[src/rtl/synthesijer_div_pkg.sv]
// Shared types and helpers for the Synthesijer sequential divider.
package synthesijer_div_pkg;

    // Divider control states
    typedef enum logic [1:0] {
        IDLE = 2'd0,
        PREP = 2'd1,
        DIV  = 2'd2,
        FIX  = 2'd3
    } div_state_t;

    // Widest operand the helper functions can handle
    localparam int MAX_W = 128;

    // True when the WIDTH / STEPS_PER_CYCLE pair is a supported configuration
    function automatic bit steps_legal(input int width, input int steps);
        return (width >= 4) && (width <= MAX_W) && ((width % 2) == 0) &&
               ((steps == 1) || (steps == 2) || (steps == 4)) &&
               ((width % steps) == 0);
    endfunction

    // Mask selecting the low 'width' bits
    function automatic logic [MAX_W-1:0] width_mask(input int width);
        return {MAX_W{1'b1}} >> (MAX_W - width);
    endfunction

    // Two's-complement negation modulo 2^width
    function automatic logic [MAX_W-1:0] negate(input logic [MAX_W-1:0] v, input int width);
        return (~v + {{(MAX_W-1){1'b0}}, 1'b1}) & width_mask(width);
    endfunction

    // Magnitude of a value whose sign has already been decided by the caller
    function automatic logic [MAX_W-1:0] magnitude(input logic [MAX_W-1:0] v, input int width,
                                                   input logic is_neg);
        logic [MAX_W-1:0] r;
        if (is_neg) begin
            r = negate(v, width);
        end else begin
            r = v & width_mask(width);
        end
        return r;
    endfunction

endpackage

[src/rtl/synthesijer_div_step.sv]
// One combinational radix-2 restoring division step.
module synthesijer_div_step
    import synthesijer_div_pkg::*;
#(
    parameter int WIDTH = 32
) (
    input  logic [WIDTH:0]   rem_in,
    input  logic [WIDTH-1:0] quo_in,
    input  logic [WIDTH-1:0] divisor,
    output logic [WIDTH:0]   rem_out,
    output logic [WIDTH-1:0] quo_out
);

    logic [WIDTH+1:0] shifted_s;
    logic [WIDTH+1:0] trial_s;

    // Shift the next dividend bit in, trial-subtract, keep the result if it did not borrow
    always_comb begin
        shifted_s = {rem_in, quo_in[WIDTH-1]};
        trial_s   = shifted_s - {2'b00, divisor};
        if (trial_s[WIDTH+1] == 1'b0) begin
            rem_out = trial_s[WIDTH:0];
            quo_out = {quo_in[WIDTH-2:0], 1'b1};
        end else begin
            rem_out = shifted_s[WIDTH:0];
            quo_out = {quo_in[WIDTH-2:0], 1'b0};
        end
    end

endmodule

[src/rtl/synthesijer_div_seq.sv]
// Sequential integer divider with Java truncating semantics, ready/valid handshake
// and a configurable number of restoring steps per clock.
module synthesijer_div_seq
    import synthesijer_div_pkg::*;
#(
    parameter int WIDTH           = 32,
    parameter int STEPS_PER_CYCLE = 1
) (
    input  logic             clk,
    input  logic             reset,
    input  logic [WIDTH-1:0] a,
    input  logic [WIDTH-1:0] b,
    input  logic             is_signed,
    input  logic             nd,
    output logic             ready,
    output logic [WIDTH-1:0] quantient,
    output logic [WIDTH-1:0] remainder,
    output logic             valid,
    output logic             div_by_zero
);

    localparam int D     = WIDTH / STEPS_PER_CYCLE;
    localparam int CNT_W = $clog2(D + 1);
    localparam logic [CNT_W-1:0] CNT_LAST = CNT_W'(D - 1);
    localparam bit CFG_OK = steps_legal(WIDTH, STEPS_PER_CYCLE);

    if (!CFG_OK) begin : g_cfg_check
        $error("synthesijer_div_seq: unsupported WIDTH/STEPS_PER_CYCLE combination");
    end

    div_state_t       state_r;
    logic [WIDTH-1:0] a_r;
    logic [WIDTH-1:0] b_r;
    logic             sgn_r;
    logic [WIDTH-1:0] quo_r;
    logic [WIDTH:0]   rem_r;
    logic [WIDTH-1:0] div_r;
    logic             qneg_r;
    logic             rneg_r;
    logic             bz_r;
    logic [CNT_W-1:0] cnt_r;
    logic             ready_r;
    logic             valid_r;
    logic             dbz_r;
    logic [WIDTH-1:0] quant_r;
    logic [WIDTH-1:0] remd_r;

    logic             a_neg_s;
    logic             b_neg_s;
    logic [WIDTH-1:0] mag_a_s;
    logic [WIDTH-1:0] mag_b_s;
    logic [WIDTH-1:0] quo_fix_s;
    logic [WIDTH-1:0] rem_fix_s;
    logic [WIDTH:0]   rem_next_s;
    logic [WIDTH-1:0] quo_next_s;

    // Operand magnitudes and sign-corrected results
    always_comb begin
        a_neg_s = sgn_r & a_r[WIDTH-1];
        b_neg_s = sgn_r & b_r[WIDTH-1];
        mag_a_s = WIDTH'(magnitude(MAX_W'(a_r), WIDTH, a_neg_s));
        mag_b_s = WIDTH'(magnitude(MAX_W'(b_r), WIDTH, b_neg_s));
        if (qneg_r) begin
            quo_fix_s = WIDTH'(negate(MAX_W'(quo_r), WIDTH));
        end else begin
            quo_fix_s = quo_r;
        end
        if (rneg_r) begin
            rem_fix_s = WIDTH'(negate(MAX_W'(rem_r[WIDTH-1:0]), WIDTH));
        end else begin
            rem_fix_s = rem_r[WIDTH-1:0];
        end
    end

    // Chain of restoring steps evaluated each DIV clock
    for (genvar g = 0; g < STEPS_PER_CYCLE; g++) begin : g_step
        logic [WIDTH:0]   rem_in_s;
        logic [WIDTH-1:0] quo_in_s;
        logic [WIDTH:0]   rem_out_s;
        logic [WIDTH-1:0] quo_out_s;

        if (g == 0) begin : g_first
            assign rem_in_s = rem_r;
            assign quo_in_s = quo_r;
        end else begin : g_next
            assign rem_in_s = g_step[g-1].rem_out_s;
            assign quo_in_s = g_step[g-1].quo_out_s;
        end

        synthesijer_div_step #(
            .WIDTH(WIDTH)
        ) u_step (
            .rem_in (rem_in_s),
            .quo_in (quo_in_s),
            .divisor(div_r),
            .rem_out(rem_out_s),
            .quo_out(quo_out_s)
        );
    end

    assign rem_next_s = g_step[STEPS_PER_CYCLE-1].rem_out_s;
    assign quo_next_s = g_step[STEPS_PER_CYCLE-1].quo_out_s;

    // Control FSM, iteration datapath and registered results
    always_ff @(posedge clk or posedge reset) begin
        if (reset) begin
            state_r <= IDLE;
            a_r     <= {WIDTH{1'b0}};
            b_r     <= {WIDTH{1'b0}};
            sgn_r   <= 1'b0;
            quo_r   <= {WIDTH{1'b0}};
            rem_r   <= {(WIDTH+1){1'b0}};
            div_r   <= {WIDTH{1'b0}};
            qneg_r  <= 1'b0;
            rneg_r  <= 1'b0;
            bz_r    <= 1'b0;
            cnt_r   <= {CNT_W{1'b0}};
            ready_r <= 1'b1;
            valid_r <= 1'b0;
            dbz_r   <= 1'b0;
            quant_r <= {WIDTH{1'b0}};
            remd_r  <= {WIDTH{1'b0}};
        end else begin
            case (state_r)
                IDLE: begin
                    valid_r <= 1'b0;
                    if (nd) begin
                        a_r     <= a;
                        b_r     <= b;
                        sgn_r   <= is_signed;
                        ready_r <= 1'b0;
                        state_r <= PREP;
                    end else begin
                        ready_r <= 1'b1;
                    end
                end
                PREP: begin
                    quo_r   <= mag_a_s;
                    div_r   <= mag_b_s;
                    qneg_r  <= a_neg_s ^ b_neg_s;
                    rneg_r  <= a_neg_s;
                    bz_r    <= (b_r == {WIDTH{1'b0}});
                    rem_r   <= {(WIDTH+1){1'b0}};
                    cnt_r   <= {CNT_W{1'b0}};
                    state_r <= DIV;
                end
                DIV: begin
                    rem_r <= rem_next_s;
                    quo_r <= quo_next_s;
                    cnt_r <= cnt_r + CNT_W'(1);
                    if (cnt_r == CNT_LAST) begin
                        state_r <= FIX;
                    end else begin
                        state_r <= DIV;
                    end
                end
                FIX: begin
                    if (bz_r) begin
                        quant_r <= {WIDTH{1'b1}};
                        remd_r  <= a_r;
                        dbz_r   <= 1'b1;
                    end else begin
                        quant_r <= quo_fix_s;
                        remd_r  <= rem_fix_s;
                        dbz_r   <= 1'b0;
                    end
                    valid_r <= 1'b1;
                    ready_r <= 1'b1;
                    state_r <= IDLE;
                end
                default: begin
                    state_r <= IDLE;
                    ready_r <= 1'b1;
                    valid_r <= 1'b0;
                end
            endcase
        end
    end

    assign ready       = ready_r;
    assign valid       = valid_r;
    assign div_by_zero = dbz_r;
    assign quantient   = quant_r;
    assign remainder   = remd_r;

endmodule
[config.mk]
export PLATFORM = sky130hd
export DESIGN_NAME = synthesijer_div_seq
export DESIGN_NICKNAME = d
export VERILOG_FILES = /design/src/rtl/synthesijer_div_pkg.sv /design/src/rtl/synthesijer_div_step.sv /design/src/rtl/synthesijer_div_seq.sv
export SDC_FILE = /design/constraint.sdc
export NUM_CORES = 1
export LEC_CHECK = 0
export CAP_MARGIN = 10
export CORE_AREA = 3 3 206 148
export DETAILED_ROUTE_END_ITERATION = 8
export DIE_AREA = 0 0 209 151
export GPL_TIMING_DRIVEN = 0
export PLACE_DENSITY = 0.81
export SYNTH_ARGS = -nofsm -noshare
export SYNTH_HDL_FRONTEND = slang
export SYNTH_SLANG_ARGS = --single-unit
[constraint.sdc]
create_clock -name clk -period 9.4 [get_ports clk]
set_clock_uncertainty 0.1 [all_clocks]
set_input_delay 1.41 -clock clk [delete_from_list [all_inputs] [get_ports clk]]
set_output_delay 1.41 -clock clk [all_outputs]
set_load 0.01 [all_outputs]
# Word-level counts from Yosys, hierarchy flattened
# Index checks and enable logic that the tools add are counted.
[totals] reg_bits=240 inputBits=68 out_inout_bits=67 word_cells=57
[classes] n_reduce_logical=5 n_bitwise=7 n_addsub=6 mux=18 n_eq_ne=5
[op_table] cell="$mux 32" count=6
[op_table] cell="$add 32x1->32 const B" count=4
[op_table] cell="$not 32->32" count=4
[op_table] cell="$pmux 33 s2" count=1
[op_table] cell="$pmux 32 s2" count=1
[op_table] cell="$sub 34x32->34" count=1
[op_table] cell="$mux 33" count=1
[op_table] cell="$logic_not 32->1" count=1
[op_table] cell="$pmux 6 s2" count=1
[op_table] cell="$pmux 2 s4" count=1
[op_table] cell="$add 6x1->6 const B" count=1
[op_table] cell="$eq 6x5->1 const B" count=1
[op_table] cell="$eq 2x2->1 const B" count=2
[op_table] cell="$mux 1" count=4
[op_table] cell="$pmux 1 s2" count=2
[op_table] cell="$reduce_bool 2->1" count=2
[op_table] cell="$and 1x1->1" count=2
[op_table] cell="$eq 2x1->1 const B" count=1
[op_table] cell="$logic_not 2->1" count=1
[op_table] cell="$mux 2" count=1
[op_table] cell="$ne 2x2->1 const B" count=1
[op_table] cell="$reduce_and 2->1" count=1
[op_table] cell="$xor 1x1->1" count=1

# Longest topological paths before layout
# Gate-level depths: netlist of the first run.
[logic_depth] depth_word=4 mapped_depth=13 depth_no_buf=13

# By module
# A second synthesis of the first run with hierarchy kept.
[unflattened] cells_unflattened=1579 area_unflattened_um2=14760.4
[modules_own_cells] module="synthesijer_div_seq" area_each_um2=12314.3 instances=1 cells_per_inst=1242 seq_area_each_um2=6007.0
[modules_own_cells] module="synthesijer_div_step" area_each_um2=2446.1 instances=1 cells_per_inst=337 seq_area_each_um2=0.0

# Worst setup path before layout of the first run
# Ideal clock, no wire load.
[synth_timing] kind="register -> register" start="register rem_r[0], in the netlist g_step[0].rem_in_s[0]" end="register rem_r[16], in the netlist g_step[0].rem_in_s[16]" slack_ns=6.475 required_time_ns=9.159 stages_incl_launch_ff=12 synth_period_minus_slack_ns=2.925 setup_ns=0.141 n_path_buf=1 t_arrival_ns=2.684 path_cell_list="dfrtp_1 ha_1 nor2b_1 o31ai_1 o2111ai_1 a21o_1 a31oi_2 o21ai_4 xor2_2 buf_6 mux2i_1 o22ai_1"
[synth_via] elab_chain_len=3
[synth_lines] item="start: declaration" line="synthesijer_div_seq.sv:36" text="logic [WIDTH:0] rem_r;"
[synth_lines] item="start signal: assignment" line="synthesijer_div_seq.sv:112" text="rem_r <= {(WIDTH+1){1'b0}};"
[synth_lines] item="start signal: assignment" line="synthesijer_div_seq.sv:143" text="rem_r <= {(WIDTH+1){1'b0}};"
[synth_lines] item="start signal: assignment" line="synthesijer_div_seq.sv:148" text="rem_r <= rem_next_s;"
[synth_lines] item="$sub 34x32->34" line="synthesijer_div_step.sv:20" text="trial_s = shifted_s - {2'b00, divisor};"
[synth_lines] item="$mux 33" line="synthesijer_div_step.sv:21" text="if (trial_s[WIDTH+1] == 1'b0) begin"
[synth_lines] item="$pmux 33 s2" line="synthesijer_div_seq.sv:124" text="case (state_r)"
# No other way between the ends.
# A chain may end at the register's enable or synchronous reset.

# Worst setup path after layout of the first run
[layout_timing] start="register quo_r[31], in the netlist g_step[0].quo_in_s[31]" end="register rem_r[11], in the netlist g_step[0].rem_in_s[11]"
[layout_via] elab_chain_len=3
[layout_lines] item="start: declaration" line="synthesijer_div_seq.sv:35" text="logic [WIDTH-1:0] quo_r;"
[layout_lines] item="start signal: assignment" line="synthesijer_div_seq.sv:111" text="quo_r <= {WIDTH{1'b0}};"
[layout_lines] item="start signal: assignment" line="synthesijer_div_seq.sv:138" text="quo_r <= mag_a_s;"
[layout_lines] item="start signal: assignment" line="synthesijer_div_seq.sv:149" text="quo_r <= quo_next_s;"
[layout_lines] item="$sub 34x32->34" line="synthesijer_div_step.sv:20"
[layout_lines] item="$mux 33" line="synthesijer_div_step.sv:21"
[layout_lines] item="$pmux 33 s2" line="synthesijer_div_seq.sv:124"
# No other way between the ends.

==> results of run 1 <==
final timing paths:
kind	end	slack, ns
hold reg to reg	quantient[27]	0.39
setup / recovery	g_step[0].rem_in_s[11]	5.37
setup reg to reg	g_step[0].rem_in_s[11]	5.37
min in group asynchronous	a_r[26]	1.40
hold / removal	quantient[27]	0.39
max in group asynchronous	remainder[7]	6.75
power groups by stage:
stage                     combinational (W)  clock (W)  sequential (W)
after floorplan                     0.00290          0         0.00195
after global placement              0.00390          0         0.00204
after detailed placement            0.00402          0         0.00206
after CTS                           0.00406    0.00104         0.00204
after global routing                0.00450    0.00108         0.00212
final                               0.00411    0.00103         0.00205
cell type report:
cell class	instances	area [sq um]	share of cell area (%)
repair buffers	135	1369	8.078
clock buffers	34	739.5	4.364
flip-flops and latches	240	6007	35.45
well taps	378	473.0	2.791
inverters	89	341.6	2.016
clock inverters	11	111.4	0.6572
multi-input cells	1083	7620	44.97
plain buffers	71	284.0	1.676
routing by layer:
metal | part of all wire [%] | wire (microns)
met4 | 2.1 | 827
met1 | 46 | 18240
met5 | 0 | 0
met2 | 43 | 16920
met3 | 9.2 | 3646
state kept, by name (all words and copies together) (netlist names):
register / count
div_by_zero: 1
rneg_r: 1
remainder: 32
a_r: 32
g_step.quo_in_s: 32
b_r: 32
div_r: 32
bz_r: 1
valid: 1
qneg_r: 1
cnt_r: 6
sgn_r: 1
g_step.rem_in_s: 33
quantient: 32
state_r: 2
ready: 1
kinds of logic after synthesis:
group / Yosys count
and+or+nand+nor: 354
muxes: 147
DFF: 240
adders and majority gates: 43
buffers and inverters: 160
xor gates and xnor gates: 148
AOI/OAI and AO/OA: 391
metrics by stage:
stage / area, sq um / TNS (ns) / total power (W) / worst slack [ns]
2_1_floorplan: 14240 / 0 / 0.004853 / 1.304
3_3_place_gp: 16060 / -361.83 / 0.005933 / -1.537
3_5_place_dp: 16090 / 0 / 0.006079 / 5.236
4_1_cts: 16950 / 0 / 0.007141 / 5.525
5_1_grt: 16950 / 0 / 0.007695 / 5.226
6_report: 16950 / 0 / 0.007190 / 5.369
cell usage after synthesis (4+ instances only):
cell | count | area [sq um]
mux2i_1 | 22 | 220.2
nand3_1 | 22 | 110.1
o21bai_1 | 5 | 37.54
nand4_1 | 7 | 43.79
xor2_1 | 41 | 359.1
nor4_1 | 10 | 62.56
o211ai_1 | 6 | 45.04
o32ai_1 | 4 | 35.03
nor3_1 | 20 | 100.1
o22a_1 | 31 | 271.5
nor2b_1 | 5 | 31.28
a21o_1 | 20 | 150.1
inv_1 | 89 | 334.1
nand2_1 | 133 | 499.2
o22ai_1 | 18 | 112.6
xnor2_1 | 105 | 919.6
nor2_1 | 97 | 364.1
o21ai_0 | 111 | 555.5
dfrtp_1 | 239 | 5981
nand2b_1 | 8 | 50.05
or3_1 | 9 | 56.30
or2_2 | 4 | 25.02
and2_1 | 6 | 37.54
ha_1 | 42 | 525.5
o41ai_1 | 9 | 78.83
a31oi_1 | 10 | 62.56
o21a_1 | 7 | 52.55
a21oi_1 | 108 | 540.5
clkbuf_1 | 64 | 240.2
and3_1 | 8 | 50.05
or4_1 | 7 | 52.55
o31ai_1 | 24 | 180.2
mux2_2 | 125 | 1408
==> results.json, run 1 <==
{
  "outcome": "complete, no violations",
  "cts_max_level": 1,
  "initial_utilization_pct": 49.76,
  "die_area_sq_mm": 0.03156,
  "critPathRequiredTime_ns": 9.71,
  "synth_area_sq_mm": 0.01424,
  "synthAdderAreaFrac_pct": 3.830,
  "maxCapViolCount": 0,
  "gp_congestion": 0.9521,
  "cp.buffers_inverters": 2,
  "synth_compound_area_share_pct": 17.38,
  "path_clk_slew_ns": 0.07,
  "synthSimpleGateAreaFrac_pct": 11.65,
  "synth_top_family_by_area": "compound AO/OA/AOI/OAI gates",
  "mostFrequentLayoutCell": "dfrtp_1",
  "vias_per_cell": 5.884,
  "critPathLaunchType": "flop",
  "io-pin-count": 135,
  "ys_ff_latch": 240,
  "coreArea_sq_mm": 0.02863,
  "ys_types": 73,
  "hold_path_class": "reg -> reg",
  "combPwrFrac_pct": 57.1,
  "maxSlewHeadroom_pct": 34.72,
  "met2_usage_pct": 37.37,
  "synth_edf_count": 0,
  "overflow": 0,
  "ctsHoldBuffers": 0,
  "critical_path.top_delay_family": "compound AO/OA/AOI/OAI gates",
  "grt_busiest_layer": "met2",
  "drt-initial-drc-count": 1184,
  "grt_pass1_vias": 11790,
  "pwr-share-clk_pct": 14.3,
  "synth_xor_area_share_pct": 9.205,
  "syn_area_per_cell_sq_um": 9.605,
  "cts_tree": "built",
  "grtUsageMet1_pct": 36.66,
  "clk_latency_ns": 0.52,
  "syn2layout_area_growth_pct": 18.95,
  "fp.dieW_microns": 209,
  "final_util_pct": 59.19,
  "finalNonFillerCells": 2041,
  "p_per_area_mw_per_mm2": 424.3,
  "numCtsBuffers": 25,
  "cp_max_fo": 10,
  "arrival_ns": 4.35,
  "track_usage_pct": 24.77,
  "place_inst": 1996,
  "drive_above_1_share_pct": 12.09,
  "dr.pass1.iters": 5,
  "grt_max_degree": 132,
  "fmax_ghz": 0.2481,
  "r2r_start": "g_step[0].quo_in_s[31]",
  "synthMuxAreaShare_pct": 11.43,
  "dp_hpwl_microns": 29790,
  "ctsResizeCount": 0,
  "groute.layer.met3.usage_pct": 5.404,
  "path_cells": "inv_1, ha_1, nor2b_1, o31ai_1, o2111ai_1, a21o_1, a31oi_2, o21ai_4, xnor2_2, buf_2, nor2_1, o32ai_1",
  "sequentialPowerShare_pct": 28.5,
  "grt_pass1_wl_microns": 63330,
  "diodes": 0,
  "p_sw_share_pct": 44.82,
  "wl_per_cell_microns": 19.42,
  "async_reset_ff_share_pct": 100.0,
  "synthFlopType": "dfrtp_1",
  "rsz0062_at_grt": "false",
  "synth_cells": 1483,
  "hp-start": "quantient[27]",
  "vias": 12010,
  "finalCritPeriodShare_pct": 42.89,
  "cp-end-kind": "flop",
  "rows": 52,
  "syn_nets": 1594,
  "whs_ns": 0.3943,
  "ys_seq_area_share_pct": 42.17,
  "setup_violations": 0,
  "antenna_found_initial": 0,
  "path_depth": 12,
  "worstMarginPinSlew_ns": 0.9656,
  "post-cts-setup-buffers": 0,
  "max-vdd-ir-drop_mv": 0.1805,
  "die_y_microns": 151,
  "drc": 0,
  "clock-sinks": 240,
  "crit_type": "reg -> reg",
  "cp_slowest_stage_delay_ns": 0.58,
  "ys_warn_count": 0,
  "slew_viol_final": 0,
  "portBuffers": 134,
  "cp_slowest_cell": "xnor2_2",
  "period_needed_ns": 4.031,
  "cts_root_buf": "clkbuf_16",
  "power.internal_w": 0.003968,
  "drt-total-wl_microns": 39630,
  "fill_cells": 2461,
  "layout_common_cells": "dfrtp_1 (239), clkdlybuf4s50_1 (134), nand2_1 (133)",
  "reg2reg_depth": 12,
  "clockBufferDepth": 3,
  "fin_nets": 1756,
  "hold_depth": 1,
  "leakage_nw": 7.135,
  "critPathLaunch": "g_step[0].quo_in_s[31]",
  "hold_violations": 0,
  "drt.antenna.violating_nets": 0,
  "netSwitchingPower_w": 0.003222
}
Note: power is estimated with default switching activity, not from simulation.
==> inputs of run 2 (changes only) <==
- PLACE_DENSITY: 0.81 -> 0.84
- clock period: 9.4 -> 3.68 ns (I/O delays scaled with it)
==> run 2 against run 1 <==
Effect of this change: fmax increased by 13%; non-clock buffer count increased by 10; combinational power increased to 2.6 times the previous value; wire length increased by 1.2%; utilization increased by 0.51 points; largest cell class unchanged; largest power group unchanged; highest routed layer unchanged.
==> results.json, run 2 (synthesized netlist as in run 1, its figures left out) <==
{
  "wl_per_cell_microns": 19.55,
  "cp.buffers_inverters": 1,
  "ctsHoldBuffers": 0,
  "die_y_microns": 151,
  "leakage_nw": 7.175,
  "clockBufferDepth": 3,
  "path_cells": "ha_1, nor2b_1, o31ai_1, o2111ai_1, a21o_1, a31oi_4, o21ai_4, xnor2_4, buf_2, nor2_1, o32ai_1",
  "drt.antenna.violating_nets": 0,
  "max-vdd-ir-drop_mv": 0.5522,
  "p_sw_share_pct": 45.10,
  "coreArea_sq_mm": 0.02863,
  "fmax_ghz": 0.2807,
  "track_usage_pct": 24.64,
  "clock-sinks": 240,
  "largest_register_ffs": 33,
  "power.internal_w": 0.01016,
  "drt-total-wl_microns": 40100,
  "cts_tree": "built",
  "setup_violations": 0,
  "drive_above_1_share_pct": 12.67,
  "cts_root_buf": "clkbuf_16",
  "area.sequential_sq_mm": 0.006008,
  "cp-end-kind": "flop",
  "numCtsBuffers": 25,
  "final_util_pct": 59.70,
  "outcome": "complete, no violations",
  "critPathLaunchType": "flop",
  "cp_slowest_stage_delay_ns": 0.48,
  "cp_max_fo": 10,
  "final_area_sq_mm": 0.01709,
  "combPwrFrac_pct": 58.0,
  "grt_pass1_vias": 11730,
  "rsz0062_at_grt": "false",
  "maxCapViolCount": 0,
  "drt-met1-wl_microns": 17630,
  "hold_path_class": "reg -> reg",
  "dp_slack_ns": -0.1400,
  "r2r_end": "g_step[0].rem_in_s[8]",
  "netSwitchingPower_w": 0.008350,
  "fin_ws_ns": 0.1177,
  "rows": 52,
  "hold_violations": 0,
  "reg2reg_depth": 11,
  "syn2layout_area_growth_pct": 19.97,
  "io-pin-count": 135,
  "grt_max_degree": 45,
  "cp_slowest_cell": "dfrtp_2",
  "path_clk_slew_ns": 0.06,
  "overflow": 0,
  "dr_wl_met2_microns": 17120,
  "cts_max_level": 1,
  "mostFrequentLayoutCell": "dfrtp_1",
  "grt_pass1_wl_microns": 62690,
  "portBuffers": 134,
  "place_area_sq_mm": 0.01619,
  "layout_common_cells": "dfrtp_1 (238), clkdlybuf4s50_1 (134), nand2_1 (133)",
  "drt-initial-drc-count": 1076,
  "vias_per_cell": 5.998,
  "hold_depth": 1,
  "diodes": 0,
  "crit_type": "reg -> reg",
  "slew_viol_final": 0,
  "critical_path.top_delay_family": "compound AO/OA/AOI/OAI gates",
  "drc": 0,
  "initial_utilization_pct": 49.76,
  "sequentialPowerShare_pct": 28.5,
  "dr.pass1.iters": 5,
  "r2r_start": "g_step[0].rem_in_s[0]",
  "gp_congestion": 0.9553,
  "fin_nets": 1766,
  "hp-start": "ready",
  "p_per_area_mw_per_mm2": 1083,
  "critPathRequiredTime_ns": 4.00,
  "path_depth": 11,
  "arrival_ns": 3.89,
  "period_needed_ns": 3.562,
  "die_area_sq_mm": 0.03156,
  "dp_hpwl_microns": 30240,
  "routed.top_layer": "met4",
  "pwr-share-clk_pct": 13.5,
  "fill_cells": 2393,
  "fp.dieW_microns": 209,
  "clk_latency_ns": 0.53,
  "vias": 12300,
  "finalCritPeriodShare_pct": 96.80,
  "holdPathEnd": "ready",
  "antenna_found_initial": 0,
  "multi_input_area_sq_mm": 0.007674,
  "maxSlewHeadroom_pct": 33.21,
  "wl_met3_microns": 3985,
  "fin_setup_tns_ns": 0,
  "worstMarginPinSlew_ns": 1.002,
  "r2r_setup_slack_ns": 0.12
}
## run 2: cell types whose count changed in the layout (fill, tap and decap cells not counted), sizes merged
| cell | previous run | this run |
|---|---|---|
| inv | 89 | 88 |
| clkbuf | 98 | 102 |
| clkinv | 8 | 5 |
| bufinv | 2 | 0 |
| clkinvlp | 1 | 3 |
| buf | 8 | 18 |
## run 2: layer usage
metal | GRT usage (%) | up-vias
met3 | 5.673 | 90
met4 | 7.829 | 0
met2 | 36.44 | 571
met1 | 35.99 | 6077
li1 | - | 5564
met5 | 0 | -
## run 2: final cells by class
class,instances,area share [%]
Multi-Input combinational cell,1083,44.90
Sequential cell,240,35.16
Timing Repair Buffer,145,8.888
Clock buffer,38,4.415
Tap cell,378,2.767
Inverter,89,1.977
Buffer,71,1.662
Clock inverter,7,0.2343
## run 2: metrics by stage
step / hold slack, ns / std cells / power [W]
floorplan: 0.3737 / 1483 / 0.01240
global placement: 0.3866 / 1995 / 0.01509
detailed placement: 0.3874 / 2001 / 0.01550
CTS: 0.3978 / 2046 / 0.01814
global route: 0.4144 / 2051 / 0.01968
finish: 0.3965 / 2051 / 0.01851
## run 2: timing repair
action                     4_1_cts  5_1_grt
setup buffers                    0        5
gates resized for setup          4        5
setup endpoints to repair       29       31
pin swaps                        0        2
## run 2: power groups by stage
stage               Clock, W  Combinational (W)  Sequential, W
floorplan                  0            0.00740        0.00499
global placement           0            0.00988        0.00520
detailed placement         0             0.0102        0.00526
CTS                  0.00252             0.0104        0.00523
global route         0.00264             0.0116        0.00541
finish               0.00250             0.0107        0.00528
## run 2: how the worst max path moves through the flow
stage / start / to / slack (ns)
CTS: g_step[0].quo_in_s[31] / g_step[0].rem_in_s[31] / 0.02
global placement: reset / quantient[3] / -1.82
global route: g_step[0].quo_in_s[31] / g_step[0].rem_in_s[18] / 0.009
floorplan: reset / a_r[0] / -0.12
detailed placement: g_step[0].quo_in_s[31] / g_step[0].rem_in_s[32] / -0.14
finish: g_step[0].rem_in_s[0] / g_step[0].rem_in_s[8] / 0.12
